<file path="config.mk">
export PLATFORM = sky130hd
export DESIGN_NAME = prio_arb_enc_flat
export DESIGN_NICKNAME = d
export VERILOG_FILES = /design/src/rtl/prio_arb_enc_if.sv /design/src/rtl/prio_arb_enc.sv /design/src/flat_wrapper.sv
export SDC_FILE = /design/constraint.sdc
export NUM_CORES = 1
export LEC_CHECK = 0
export BUFFER_PORTS_ARGS = -buffer_cell sky130_fd_sc_hd__buf_2
export CORE_MARGIN = 1
export CORE_UTILIZATION = 47
export DETAILED_ROUTE_END_ITERATION = 10
export HOLD_SLACK_MARGIN = 0.03
export MAX_ROUTING_LAYER = met4
export PLACE_DENSITY_LB_ADDON = 0.25
export REMOVE_ABC_BUFFERS = 1
export SLEW_MARGIN = 20
export SYNTH_ARGS = -nofsm -noshare
export SYNTH_HDL_FRONTEND = slang
export SYNTH_SLANG_ARGS = --single-unit
</file>
<file path="constraint.sdc">
create_clock -name clk -period 12.8 [get_ports clk]
set_input_delay 2.56 -clock clk [delete_from_list [all_inputs] [get_ports clk]]
set_output_delay 2.56 -clock clk [all_outputs]
set_load 0.01 [all_outputs]
</file>
<file path="src/rtl/prio_arb_enc_if.sv">
// prio_arb_enc_if -- request/result bus for the priority arbiter encoder.
//   Input side : req (N-bit request vector), mode (0 fixed, 1 round-robin),
//                in_vld / in_rdy handshake.
//   Output side: idx (winning index), hit (any request set),
//                out_vld / out_rdy handshake.
//   slave  : view used by the encoder itself.
//   master : view used by whatever drives requests and consumes results.
interface prio_arb_enc_if #(
  parameter int N = 16,
  parameter int W = $clog2(N)
);
  logic [N-1:0] req;
  logic         mode;
  logic         in_vld;
  logic         in_rdy;
  logic [W-1:0] idx;
  logic         hit;
  logic         out_vld;
  logic         out_rdy;

  modport slave (
    input  req, mode, in_vld, out_rdy,
    output in_rdy, idx, hit, out_vld
  );

  modport master (
    output req, mode, in_vld, out_rdy,
    input  in_rdy, idx, hit, out_vld
  );
endinterface

</file>
<file path="src/rtl/prio_arb_enc.sv">
// prio_arb_enc -- one-cycle priority / round-robin arbiter and index encoder.
//   clk      : single clock, rising edge.
//   rst      : synchronous, active-high reset.
//   bus      : prio_arb_enc_if.slave
//              req/mode/in_vld in, in_rdy out (= !out_vld | out_rdy),
//              idx/hit/out_vld out, out_rdy in.
//   miss_cnt : (only with PRIO_ARB_ENC_STATS_EN defined) saturating 16-bit
//              count of accepted all-zero request vectors.
// mode 0 picks the highest set bit; mode 1 searches upward from the bit after
// the last round-robin winner, wrapping back to that winner.
// Optional feature macro: PRIO_ARB_ENC_STATS_EN.
module prio_arb_enc #(
  parameter int N = 16,
  parameter int W = $clog2(N)
) (
  input  logic         clk,
  input  logic         rst,
  prio_arb_enc_if.slave bus
`ifdef PRIO_ARB_ENC_STATS_EN
  ,
  output logic [15:0]  miss_cnt
`endif
);

  logic         accept;
  logic         take;
  logic         any_req;
  logic [W-1:0] fp_idx;
  logic [W-1:0] rr_idx;
  logic         rr_found;
  logic [W-1:0] win_idx;

  logic [W-1:0] ptr;
  logic [W-1:0] idx_p1;
  logic         hit_p1;
  logic         vld_p1;

  assign bus.in_rdy = !vld_p1 | bus.out_rdy;
  assign accept     = bus.in_vld & bus.in_rdy;
  assign take       = vld_p1 & bus.out_rdy;

  // ---- stage p0: combinational decode of the presented request vector ----
  always_comb begin
    any_req = |bus.req;

    // Later (higher) set bits overwrite earlier ones, leaving the highest.
    fp_idx = '0;
    for (int i = 0; i < N; i++) begin
      if (bus.req[i]) fp_idx = W'(i);
    end

    // Offsets 1..N from ptr: offset N lands on ptr itself, so a lone request
    // on the last winner is still granted.
    rr_idx   = '0;
    rr_found = 1'b0;
    for (int k = 1; k <= N; k++) begin
      if (!rr_found && bus.req[(int'(ptr) + k) % N]) begin
        rr_found = 1'b1;
        rr_idx   = W'((int'(ptr) + k) % N);
      end
    end

    // Both searches yield 0 when req is empty, giving the idx = 0 miss result.
    win_idx = bus.mode ? rr_idx : fp_idx;
  end

  // ---- stage p1: single output register and round-robin pointer ----
  always_ff @(posedge clk) begin
    if (rst) begin
      vld_p1 <= 1'b0;
      hit_p1 <= 1'b0;
      idx_p1 <= '0;
      ptr    <= W'(N - 1);
    end else if (accept) begin
      vld_p1 <= 1'b1;
      hit_p1 <= any_req;
      idx_p1 <= win_idx;
      if (bus.mode && any_req) ptr <= win_idx;
    end else if (take) begin
      vld_p1 <= 1'b0;
    end
  end

  assign bus.idx     = idx_p1;
  assign bus.hit     = hit_p1;
  assign bus.out_vld = vld_p1;

`ifdef PRIO_ARB_ENC_STATS_EN
  function automatic logic [15:0] sat_inc16(input logic [15:0] v);
    return (v == 16'hFFFF) ? v : v + 16'd1;
  endfunction

  always_ff @(posedge clk) begin
    if (rst) begin
      miss_cnt <= '0;
    end else if (accept && !any_req) begin
      miss_cnt <= sat_inc16(miss_cnt);
    end
  end
`endif

endmodule

</file>
<file path="src/flat_wrapper.sv">
// flat-port wrapper written by rule: the top's interface ports become plain ports
module prio_arb_enc_flat 
#(
  parameter int N = 16,
  parameter int W = $clog2(N)
)
  (clk, rst, bus_req, bus_mode, bus_in_vld, bus_out_rdy, bus_in_rdy, bus_idx, bus_hit, bus_out_vld);
  prio_arb_enc_if #(.N(N), .W(W)) bus_i ();
  input  logic clk;
  input  logic rst;
  input wire logic [$bits(bus_i.req)-1:0] bus_req;
  input wire logic [$bits(bus_i.mode)-1:0] bus_mode;
  input wire logic [$bits(bus_i.in_vld)-1:0] bus_in_vld;
  input wire logic [$bits(bus_i.out_rdy)-1:0] bus_out_rdy;
  output wire logic [$bits(bus_i.in_rdy)-1:0] bus_in_rdy;
  output wire logic [$bits(bus_i.idx)-1:0] bus_idx;
  output wire logic [$bits(bus_i.hit)-1:0] bus_hit;
  output wire logic [$bits(bus_i.out_vld)-1:0] bus_out_vld;
  assign bus_i.req = bus_req;
  assign bus_i.mode = bus_mode;
  assign bus_i.in_vld = bus_in_vld;
  assign bus_i.out_rdy = bus_out_rdy;
  assign bus_in_rdy = bus_i.in_rdy;
  assign bus_idx = bus_i.idx;
  assign bus_hit = bus_i.hit;
  assign bus_out_vld = bus_i.out_vld;
  prio_arb_enc #(.N(N), .W(W)) u_core (.clk(clk), .rst(rst), .bus(bus_i));
endmodule
</file>
==> impl_metrics.toml, run 1 <==
[clock_network]
ctsHoldBuffers = 0
clockBufferDepth = 2
root_buffer = "clkbuf_8"
cts_tree = "built"
post_cts_resized = 0
cts_sinks = 10
htree_levels = 1
cts_buffers = 3
clk_pin_slew_worst_paths_ps = 50
postCtsSetupBuffers = 0
clkLatencyLatePin_ps = 240

[job]
maxCapViolCount = 0

[hold_path]
hold_depth = 2
min-delay-path-class = "reg -> reg"

[floorplanning]
design.die.area_um2 = 7060
rows = 29
placeableCoreArea_um2 = 6420
ios = 28
die_h_um = 84.0
die_width_um = 84.0
initial_core_util_pct = 49.2

[power]
power.share.sequential_pct = 7.1
p_total_mw = 0.587
ir_worst_vdd_uv = 83.9
switching_power_mw = 0.323
pwr-share-comb_pct = 85.9
p_int_mw = 0.264
cellPowerDensity_nw_per_um2 = 177
p_clk_share_pct = 7.0
power_leakage_nw = 1.28
netSwitchingFraction_pct = 55.0

[layout]
synthToLayoutAreaGrowth_pct = 4.75
finalInstanceArea_um2 = 3310
fin_util_pct = 51.6
nets = 408
drive_gt1_share_pct = 26.5
n_antenna_cell = 0

[critical_path]
crit_path_start = "bus_req[6]"
cpMaxStageDelayCell = "mux4_1"
required_ps = 12930
path_depth = 11
cp-start-kind = "input pin"
crit_buf_inv = 1
r2r_slack_ps = 7530
path_cells = "buf_2 > mux4_1 > mux2i_1 > mux2i_1 > or3_1 > nand4_1 > o2111ai_1 > o21ai_1 > a21oi_1 > a31o_1 > a221o_1"
crit_path_end_kind = "flop"
crit_fanout = 9
r2r_cells = 13
r2r-start = "u_core.ptr[0]$_SDFFE_PP1P_"
criticalPathCategory = "in -> reg"
arrival_ps = 5680
path_common_cell = "mux2i_1"
crit_end = "u_core.ptr[1]$_SDFFE_PP1P_"
critPathMaxStageDelay_ps = 580
worst_r2r_endpoint = "u_core.ptr[1]$_SDFFE_PP1P_"
cp_top_family = "multiplexers"

[sta]
relSlewSlack_pct = 39.3
period_minus_slack_ps = 5550
tightest_slew_ps = 911
finalCritPeriodShare_pct = 43.3
max_freq_mhz = 180
fin_skew_ps = 0.996
grt_setup_unrepaired = "false"
hold_viol = 0
timing.setup.tns_ps = 0
final_max_slew_viol_count = 0
setup-violations-final = 0

[logic_synthesis]
synth_flop_cell = "dfxtp_1"
ys_seq_elements = 10
synth_top_area_share_pct = 13.5
seq_area_frac_synth_pct = 6.33
yosys.area.top_type = "mux4_2"
netlist_top_cells_area = "mux4_2 14%, mux2_2 11%, mux2i_1 7.9%, dfxtp_1 6.3%, mux4_1 5.8%"
synth_edf_count = 0
syn_avg_cell_area_um2 = 8.53
ys_async_sr_fraction_pct = 0
synth_commonest_cells = "32 x mux2_2, 30 x nand2_1, 26 x nor2_1, 25 x mux2i_1, 24 x a21oi_1"
syn_area_um2 = 3160
synth_most_common_cell = "mux2_2"
synthDistinctLibCells = 70
synthCells = 371
yosys_warnings = 0

[detailed_routing]
drc = 0
vias = 3216
ant_nets = 0
drtPass1Iterations = 5
via_per_inst = 7.07
drt-wirelength-per-cell_um = 21.5
wl_um = 9760
drt_iter0_markers = 270

[global_route]
antenna_found_initial = 0
grt_max_degree = 32
grt.total_usage_pct = 28.6
first_global_vias = 2867
overflow = 0
grt_pass1_wl_um = 15500

[run_status]
status = "finished, final reports clean"

[placement]
portBuffers = 27
place.gp.congestion = 1.06
dpl.hpwl_um = 7390
dpl_cell_area_um2 = 3260
per-stage QoR:
step	hold slack (ps)	std cells	worst slack, ps
floorplan	488	345	7490
global placement	466	451	7150
detailed placement	468	451	7120
CTS	475	455	7270
global route	501	455	7110
finish	474	455	7250
kinds of logic (layout without fill, tap and decap cells):
kind of cell	after synthesis	count (layout)	synth area share, %
xor gates and xnor gates	12	12	3.56
adders and majority gates	8	8	3.16
DFF	10	10	6.33
and+or+nand+nor	108	108	17.4
AOI/OAI and AO/OA	105	105	22.5
buffers and inverters	41	48	6.57
muxes	87	87	40.5
tightest hold or removal path, stage by stage, from the launching register on:
cell	delay (ps)
dfxtp_1	300
nand2_1	50
a31oi_1	70
power by group through the flow:
stage	Sequential, mW	Clock [mW]	Combinational, mW
after floorplan	0.0503	0	0.359
after global placement	0.0418	0	0.487
after detailed placement	0.0418	0	0.486
after CTS	0.0413	0.0413	0.488
after global routing	0.0417	0.0430	0.536
final	0.0414	0.0413	0.504
flip-flops by register name, summed over array words and instances, names as in the netlist:
register / cells
u_core.bus.hit: 1
u_core.bus.out_vld: 1
u_core.bus.idx: 4
u_core.ptr: 4
routing by layer:
metal  part of all wire [%]  wire (µm)  global-route usage, %  vias to the layer above
li1                       -          -                      -                     1475
met2                     47       4550                   44.8                      182
met4                    1.7        167                   6.58                        0
met1                     44       4340                   39.8                     1539
met3                    7.2        701                   2.77                       20
met5                      0          0                      -                        -
layout make-up:
type                    count  area (µm²)
multi-input cells         320        2760
inverters                  15        56.3
flip-flops and latches     10         200
well taps                  77        96.3
repair buffers             29         150
clock buffers               4        55.1
fillers                   590        3110
layout by cell type, fill, tap and decap left out, types with 9 or more instances in the layout:
cell type and count:
mux2_2 32, nand2_1 30, buf_2 27, nor2_1 26, mux2i_1 25, a21oi_1 24
o21ai_0 23, mux4_2 19, inv_1 14, nor3_1 10, dfxtp_1 10, xnor2_1 9
how the worst min path moves through the flow:
| stage | start | endpoint | slack (ps) |
|---|---|---|---|
| detailed placement | u_core.bus.idx[0]$_SDFFE_PP0P_ | u_core.bus.idx[0]$_SDFFE_PP0P_ | 470 |
| global route | u_core.bus.hit$_SDFFE_PP0P_ | u_core.bus.hit$_SDFFE_PP0P_ | 500 |
| floorplan | u_core.bus.idx[0]$_SDFFE_PP0P_ | u_core.bus.idx[0]$_SDFFE_PP0P_ | 490 |
| CTS | u_core.bus.idx[0]$_SDFFE_PP0P_ | u_core.bus.idx[0]$_SDFFE_PP0P_ | 470 |
| global placement | u_core.bus.hit$_SDFFE_PP0P_ | u_core.bus.hit$_SDFFE_PP0P_ | 470 |
| finish | u_core.bus.idx[0]$_SDFFE_PP0P_ | u_core.bus.idx[0]$_SDFFE_PP0P_ | 470 |
Note: power is estimated with default switching activity, not from simulation.
==> inputs of run 2 (changes only) <==
==> constraint.sdc (replaced) <==
create_clock -name clk -period 4.5 [get_ports clk]
set_input_delay 0.9 -clock clk [delete_from_list [all_inputs] [get_ports clk]]
set_output_delay 0.9 -clock clk [all_outputs]
set_load 0.01 [all_outputs]
==> impl_metrics.toml, run 2 (synthesis results as in run 1) <==
[clock_network]
clkLatencyLatePin_ps = 240
cts_tree = "built"
cts_sinks = 10
clockBufferDepth = 2
ctsHoldBuffers = 0
post_cts_resized = 0
clk_pin_slew_worst_paths_ps = 50
cts_buffers = 3
root_buffer = "clkbuf_8"
postCtsSetupBuffers = 0
htree_levels = 1

[power]
cellPowerDensity_nw_per_um2 = 496
ir_worst_vdd_uv = 239
power_leakage_nw = 1.32
p_total_mw = 1.68

[detailed_routing]
ant_nets = 0
vias = 3256
via_per_inst = 7.02
drc = 0
drtPass1Iterations = 5
wl_um = 9900
drt-wirelength-per-cell_um = 21.3
drt_iter0_markers = 407

[sta]
finalCritPeriodShare_pct = 87.1
fin_skew_ps = 6.47
hold_viol = 0
setup_ws_ps = 578
max_freq_mhz = 255
relSlewSlack_pct = 53.8
timing.setup.tns_ps = 0
setup-violations-final = 0
period_minus_slack_ps = 3920
final_max_slew_viol_count = 0
grt_setup_unrepaired = "false"
tightest_slew_ps = 688

[layout]
final_cell_mix = "32 x mux2_2, 30 x nand2_1, 27 x buf_2, 26 x nor2_1, 25 x mux2i_1"
fin_util_pct = 52.6
drive_gt1_share_pct = 28.2
nets = 417
final_common_cell = "mux2_2"
finalInstanceArea_um2 = 3380
synthToLayoutAreaGrowth_pct = 6.88
n_antenna_cell = 0

[global_route]
use_met2_pct = 44.8
met3_usage_pct = 2.08
grt_most_used_layer = "met2"
grt_pass1_wl_um = 15800
grt_util_met1_pct = 39.9
first_global_vias = 2958
antenna_found_initial = 0
grt.total_usage_pct = 29.0
overflow = 0
grt_max_degree = 31

[floorplanning]
design.die.area_um2 = 7060
initial_core_util_pct = 49.2
rows = 29
placeableCoreArea_um2 = 6420
die_h_um = 84.0
die_width_um = 84.0
ios = 28

[critical_path]
critPathMaxStageDelay_ps = 660
cpMaxStageDelayCell = "mux4_1"
criticalPathCategory = "reg -> reg"
crit_fanout = 9
arrival_ps = 4030
crit_path_end_kind = "flop"
cp_top_family = "multiplexers"
crit_buf_inv = 2
cp-start-kind = "flop"
path_cells = "inv_2 > ha_1 > buf_4 > mux4_1 > mux4_2 > nor2_2 > nand4_1 > nor2_1 > a311oi_1 > o31ai_1 > a211oi_2"
required_ps = 4600

[run_status]
status = "finished, final reports clean"

[placement]
dpl.hpwl_um = 7610
place.gp.congestion = 0.990
portBuffers = 27
pre_cts_ws_ps = 614
dpl_cell_area_um2 = 3330

[hold_path]
min-delay-path-class = "reg -> reg"

[job]
maxCapViolCount = 0
run 2: cell count changes in the layout (fill, tap and decap cells not counted), sizes merged:
cell  change
buf       +9
run 2: power by group:
part           internal [mW]  leakage [nW]  switching [mW]
combinational          0.594          1.21           0.859
sequential             0.101        0.0830         0.00783
clock                 0.0771        0.0288          0.0374
total                  0.772          1.32           0.905
run 2: layout make-up:
type / count / area (µm²)
fillers: 581 / 3040
multi-input cells: 320 / 2760
repair buffers: 38 / 218
flip-flops and latches: 10 / 200
well taps: 77 / 96.3
inverters: 15 / 56.3
clock buffers: 4 / 55.1
run 2: tightest hold or removal path, delay by kind of cell (launching register included):
family             cells  cell delay (ps)
DFF                    1              300
and+or+nand+nor        1               50
AOI/OAI and AO/OA      1               80
run 2: per-stage QoR:
stage / hold WS, ps / cells
finish: 487 / 464
global route: 534 / 464
CTS: 491 / 464
detailed placement: 484 / 460
global placement: 469 / 460
floorplan: 488 / 345
run 2: worst paths after layout:
path / to / start / slack [ps] / cells after the start
hold / removal: u_core.bus.idx[0]$_SDFFE_PP0P_ / u_core.bus.idx[0]$_SDFFE_PP0P_ / 490 / 2
setup / recovery: u_core.bus.idx[3]$_SDFFE_PP0P_ / u_core.ptr[1]$_SDFFE_PP1P_ / 580 / 11
setup reg to reg: u_core.bus.idx[3]$_SDFFE_PP0P_ / u_core.ptr[1]$_SDFFE_PP1P_ / 580 / 11
hold reg to reg: u_core.bus.idx[0]$_SDFFE_PP0P_ / u_core.bus.idx[0]$_SDFFE_PP0P_ / 490 / 2
run 2: per-layer routing:
metal	wire [µm]	vias up	part of all wire, %
met5	0	-	0
met4	401	0	4.0
met3	620	30	6.3
met2	4500	185	45
met1	4380	1545	44
li1	-	1496	-
